File: src/rtl/fp_accum.sv
// fp_accum -- sequential bf16 accumulator wrapped around an external
// combinational bf16 add/sub unit.
//
// A run is started from IDLE with start_i, carrying the element count (len_i)
// and the direction (sub_i). Each accepted element replaces the running sum
// with the result returned by the external unit (add_c_i). After the last
// element the sum is presented on res_data_o with res_valid_o until the
// consumer takes it with res_ready_i.
//
// Ports:
//   clk_i, rst_i              clock, synchronous active-high reset
//   start_i, len_i, sub_i     run request, element count, 1 = subtract
//   in_valid_i, in_data_i     element stream (bf16)
//   in_ready_o                element accepted when in_valid_i && in_ready_o
//   add_op_o, add_a_o/add_b_o operator and operands to the external unit
//   add_c_i                   same-cycle result from the external unit
//   res_valid_o, res_data_o   final sum, held until res_ready_i
//   res_ready_i               consumer accepts the result
//   busy_o                    high whenever a run is in progress or pending
//   nan_o                     sticky: a canonical NaN appeared in this/last run

package ibex_pkg;
    typedef enum logic [1:0] {
        FP_ALU_ADD = 2'd0,
        FP_ALU_SUB = 2'd1,
        FP_ALU_MIN = 2'd2,
        FP_ALU_MAX = 2'd3
    } fp_alu_op_e;
endpackage

module fp_accum #(
    parameter int LEN_W = 8
) (
    input  logic                   clk_i,
    input  logic                   rst_i,
    input  logic                   start_i,
    input  logic [LEN_W-1:0]       len_i,
    input  logic                   sub_i,
    input  logic                   in_valid_i,
    input  logic [15:0]            in_data_i,
    output logic                   in_ready_o,
    output ibex_pkg::fp_alu_op_e   add_op_o,
    output logic [15:0]            add_a_o,
    output logic [15:0]            add_b_o,
    input  logic [15:0]            add_c_i,
    output logic                   res_valid_o,
    output logic [15:0]            res_data_o,
    input  logic                   res_ready_i,
    output logic                   busy_o,
    output logic                   nan_o
);

    localparam int          DATA_W = 16;
    localparam logic [DATA_W-1:0] CANON_NAN = 16'h7FC0;

    typedef enum logic [1:0] {
        IDLE  = 2'd0,
        ACCUM = 2'd1,
        DONE  = 2'd2
    } state_e;

    state_e             state;
    logic [DATA_W-1:0]  acc;
    logic [LEN_W-1:0]   cnt;
    logic               mode;
    logic               nan_q;

    // Element acceptance is a pure function of state so that the upstream
    // handshake never depends combinationally on in_valid_i.
    assign in_ready_o  = (state == ACCUM);
    assign busy_o      = (state != IDLE);
    assign res_valid_o = (state == DONE);
    assign res_data_o  = acc;
    assign nan_o       = nan_q;

    // The external unit always sees the running sum and the current input
    // word; its output is only consumed on an accepted element.
    assign add_a_o  = acc;
    assign add_b_o  = in_data_i;
    assign add_op_o = mode ? ibex_pkg::FP_ALU_SUB : ibex_pkg::FP_ALU_ADD;

    always_ff @(posedge clk_i) begin
        if (rst_i) begin
            state <= IDLE;
            acc   <= '0;
            cnt   <= '0;
            mode  <= 1'b0;
            nan_q <= 1'b0;
        end else begin
            case (state)
                IDLE: begin
                    if (start_i) begin
                        acc   <= '0;
                        nan_q <= 1'b0;
                        if (len_i != '0) begin
                            cnt   <= len_i;
                            mode  <= sub_i;
                            state <= ACCUM;
                        end else begin
                            // Empty run: result 0x0000 is presented directly.
                            state <= DONE;
                        end
                    end
                end
                ACCUM: begin
                    // Bubbles (in_valid_i low) leave every register untouched.
                    if (in_valid_i) begin
                        acc <= add_c_i;
                        cnt <= cnt - LEN_W'(1);
                        if (add_c_i == CANON_NAN) begin
                            nan_q <= 1'b1;
                        end
                        // Last element: cnt reaches 0 only as we leave ACCUM.
                        if (cnt == LEN_W'(1)) begin
                            state <= DONE;
                        end
                    end
                end
                DONE: begin
                    // start_i is deliberately not looked at here; a request
                    // coinciding with the handshake must be re-issued in IDLE.
                    if (res_ready_i) begin
                        state <= IDLE;
                    end
                end
                default: state <= IDLE;
            endcase
        end
    end

endmodule
File: config.mk
export PLATFORM = sky130hd
export DESIGN_NAME = fp_accum
export DESIGN_NICKNAME = d
export VERILOG_FILES = /design/src/rtl/fp_accum.sv
export SDC_FILE = /design/constraint.sdc
export NUM_CORES = 1
export LEC_CHECK = 0
export CORE_ASPECT_RATIO = 0.5
export CORE_MARGIN = 8
export CORE_UTILIZATION = 37
export DETAILED_ROUTE_END_ITERATION = 7
export PLACE_DENSITY = 0.87
export SYNTH_ARGS = -nofsm -noshare
export SYNTH_HDL_FRONTEND = slang
export SYNTH_SLANG_ARGS = --single-unit
File: constraint.sdc
create_clock -name clk_i -period 2.1 [get_ports clk_i]
set_clock_uncertainty 0.05 [all_clocks]
set_input_delay 0.525 -clock clk_i [delete_from_list [all_inputs] [get_ports clk_i]]
set_output_delay 0.525 -clock clk_i [all_outputs]
set_load 0.005 [all_outputs]
Yosys cells after proc, flatten, opt, wreduce, memory -nomap -nowiden. Index checks and enable logic that the tools add are counted.

Add/subtract/negate cells: 1. Equality and inequality tests: 10. Multiplexer cells: 18. Reductions and logical operators: 9.

Operator list (count): two-way mux 16 bit (2); case mux 16 bit (2 select lines) (1); two-way mux 8 bit (3); equality test 16 x 15 -> 1 bit, second input constant (1); case mux 8 bit (2 select lines) (1); AND reduction 4 bit (3); two-way mux 2 bit (5); equality test 8 x 1 -> 1 bit, second input constant (1); nonzero test 8 bit (1); subtractor 8 x 1 -> 8 bit, second input constant (1); inequality test 2 x 1 -> 1 bit, second input constant (3); inequality test 2 bit, second input constant (3); case mux 2 bit (3 select lines) (1); AND reduction 3 bit (2); two-way mux 1 bit (4); nonzero test 2 bit (2); equality test 2 x 1 -> 1 bit, second input constant (1); equality test 2 bit, second input constant (1); zero test 2 bit (1); case mux 1 bit (2 select lines) (1).

Bits in registers: 28. Input port bits: 46. Output and inout port bits: 54. Logic and storage cells: 43.

Longest topological paths before layout. Gate-level depths: netlist of the first run.

Depth in word-level cells: 4. Depth in mapped cells: 7. Mapped depth without buffers: 6.

Worst setup path before layout of the first run. No wires, ideal clock.

Path type: input-to-reg. Start: input len_i[2]. End: register cnt[1]. Library setup time: 0.079 ns. Arrival time: 1.745 ns. Data required time: 1.971 ns. Setup slack: 0.226 ns. Cell stages on the path: 4. Buffers on the path: 0. Path through: or4_4 o311ai_4 a211oi_1 a211oi_2.

Word-level cells in the longest chain between the ends: 3.

RTL lines: start, declared (line 37) `input logic [LEN_W-1:0] len_i,`; nonzero test 8 bit (line 95) `if (len_i != '0) begin`; inequality test 2 bit (no source line); AND reduction 4 bit (no source line); end signal, assigned (line 96) `cnt <= len_i;`; end signal, assigned (line 109) `cnt <= cnt - LEN_W'(1);`; end, declared (line 64) `logic [LEN_W-1:0] cnt;`.

Every way passes these cells. A chain may end at the register's enable or synchronous reset.

Worst setup path in the final report of the first run.
Start: register state[1]. End: output in_ready_o.

Word-level cells in the longest chain between the ends: 1.

RTL lines: start, declared (line 62) `state_e state;`; start signal, assigned (line 84) `state <= IDLE;`; start signal, assigned (line 98) `state <= ACCUM;`; start signal, assigned (line 101) `state <= DONE;`; equality test 2 x 1 -> 1 bit (line 70) `assign in_ready_o = (state == ACCUM);`; end, declared (line 41) `output logic in_ready_o,`.

Every way passes these cells.

==> results by group, run 1 <==
Floorplanning
  – Row Count: 17
  – Die H: 62.54 um
  – Die Area: 0.006822 sq mm
  – Starting Density: 0.3749
  – # IOs: 100
  – Die W: 109.1 um
  – Core Area: 0.004275 sq mm

Worst setup path
  – Critical Path RT: 1.52 ns
  – Endpoint class of the critical path: primary output
  – Crit path arrival time: 1.45 ns
  – Startpoint types: register
  – Crit-path max FO: 6
  – Critical path class: reg2out

Synthesis
  – Post-Synth Adder-Cell Area: 0.01561
  – Cells after synthesis: 190
  – Synth Flop Type: dfxtp_1
  – Post-Synth Simple-Gate Area: 0.1819
  – Area contributors post-synth: dfxtp_1 35%, buf_4 16%, a22oi_1 8.4%
  – Syn_area_per_cell: 8.436 sq um
  – Compound-Gate Fraction of Synth Area: 0.2334
  – Most common cell in the netlist: buf_4
  – Synth top cells by count: 34 x buf_4, 28 x dfxtp_1, 28 x nor2_1
  – Post-Syn Nets: 238
  – Largest family of logic cells by synthesized area: compound AO/OA/AOI/OAI gates
  – Post-synthesis mux area share: 0.01327
  – Synth top area share: 0.3497
  – Flops & latches, synth: 28
  – Fraction of registers with async set/reset: 0
  – Post-Syn Area: 0.001603 sq mm
  – Register area share after synthesis: 0.3497
  – Yosys cell types: 41
  – Synthesis Warnings: 0
  – Cell taking the most area after synthesis: dfxtp_1
  – Synth Area in XOR/XNOR: 0
  – Post-synth EDFFs: 0

Clock network
  – Clk slew on worst S/H paths: 0.10 ns
  – CTS buffer count: 3
  – Sink Count: 28
  – Root Buffer: clkbuf_8
  – Hold_buf cts: 0
  – Skew-Pair Late Insertion Delay: 0.28 ns
  – Htree depth: 1
  – CTS tree: built
  – Max clock buf depth: 2

Power and ir drop
  – VDD IR max: 0.0002748 V
  – Cell Int Power: 0.001142 W
  – Net switching power: 0.0005010 W
  – Leakage power: 0.9050 nW
  – Switching portion of total power: 0.3050
  – Sequential share of power: 0.383
  – Combinational group share of total power: 0.351
  – Clock network power share: 0.266
  – Design Power: 0.001643 W
  – Power per standard cell area: 719.4 mW/mm^2

STA
  – Setup WS post-layout: 0.07022 ns
  – Endpoints failing hold: 0
  – # setup viols final: 0
  – WHS: 0.4318 ns
  – Slew HR: 0.6581
  – Fin crit share: 0.9666
  – Max Transition Viols Final: 0
  – Final TNS setup: 0 ns
  – Minimum clock period: 2.030 ns
  – Worst slew pin tran: 0.5081 ns
  – Fmax: 0.4927 GHz
  – RSZ-0062 raised after global routing: false

Placed design
  – Placer Congestion: 0.8762
  – DP Cell Count: 284
  – Dpl ws: -0.3264 ns
  – Detailed placement HPWL: 3718 um
  – Port Buf Inserts: 66

Routing
  – DRT antenna net count: 0
  – Final WL: 4780 um
  – Drt wl/cell: 16.48 um
  – Vias: 1,497
  – Vias per inst: 5.162
  – Iteration-0 DRC Markers: 84
  – TritonRoute pass-1 iters: 4
  – DRC: 0

Global route
  – Number of global-route vias before repair: 1,601
  – GRT Total Usage: 0.1400
  – Largest net degree at the start of global routing: 19
  – First-pass GRT wire length: 7783 um
  – Initial antenna violation count: 0
  – Overflow after GRT: 0

Min path
  – HP Class: reg2reg

Layout
  – Layout area overhead: 42.47%
  – Final nets: 282
  – # diodes: 0
  – Post-Layout Cell Count: 290
  – Share of cells above drive strength 1: 0.1459

Run
  – Maxcap violations: 0

Status
  – Status: finished clean
logic make-up after synthesis:
family          after synthesis
other cells                   1
mux                           2
flops                        28
simple gates                 58
buf+inv                      52
compound gates               47
fa+ha+maj                     2
routing by layer:
metal | vias up | track usage | share of wire | wire length [um]
met1 | 700 | 0.1763 | 0.47 | 2243
met5 | - | 0 | 0 | 0
met4 | 0 | 0.03553 | 0.0088 | 42
li1 | 725 | - | - | -
met2 | 66 | 0.2158 | 0.44 | 2114
met3 | 6 | 0.05556 | 0.079 | 379
state kept, by name, summed over array words and instances (netlist names):
name,flops
cnt,8
add_a_o,16
mode,1
nan_o,1
state,2
worst paths after layout:
kind	cells after the start	slack, ns	end	from
setup / recovery	3	0.07	in_ready_o	state[1]
hold / removal	1	0.43	nan_o	nan_o
setup reg to reg	7	0.40	cnt[4]	state[0]
hold reg to reg	1	0.43	nan_o	nan_o
cells in the final DEF, fill, tap and decap left out, types with 3 or more instances in the layout:
master           Yosys  layout
a22oi_1             18      18
nand2b_1             3       3
nor2_1              28      28
inv_1                8       8
dlymetal6s2s_1       0       6
a21oi_1              5       5
a21o_2               3       3
clkdlybuf4s50_1      0      60
clkbuf_8             0       3
dfxtp_1             28      28
buf_4               34      15
nand2_1              7       7
worst max-delay path, cell delays in order (launching register included):
cell and delay [ns]:
dfxtp_1 0.38, nand2b_1 0.18, inv_1 0.10, clkdlybuf4s50_1 0.51
power by group through the flow:
stage	clock [W]	sequential (W)	combinational (W)
after floorplan	0	0.000627	0.000343
after global placement	0	0.000637	0.000542
after detailed placement	0	0.000640	0.000554
after CTS	0.000444	0.000628	0.000574
after global routing	0.000464	0.000635	0.000627
final	0.000437	0.000629	0.000576
layout make-up:
cell class	instances	area [sq um]
fill	413	1992
timing repair buffer	83	819.5
multi-input combinational	110	730.7
sequential	28	560.5
tap	57	71.32
clock buffer	3	41.29
clock inverter	1	30.03
inverter	8	30.03
per-stage QoR:
stage | area (sq um) | util
6_report | 2283 | 0.5341
3_3_place_gp | 2163 | 0.5060
3_5_place_dp | 2163 | 0.5060
4_1_cts | 2260 | 0.5285
2_1_floorplan | 1603 | -
5_1_grt | 2283 | 0.5341
repair_timing:
action | CTS | global route
setup endpoints to repair | 4 | 9
pin swaps | 2 | 3
gates resized for setup | 2 | 8
setup buffers | 2 | 0
Power figures use the tool's default switching activity.
==> inputs of run 2 (changes only) <==
CAP_MARGIN = 30   (was unset)
==> results of run 2 <==
The final DEF is identical to that of run 1; final timing and power are the same.
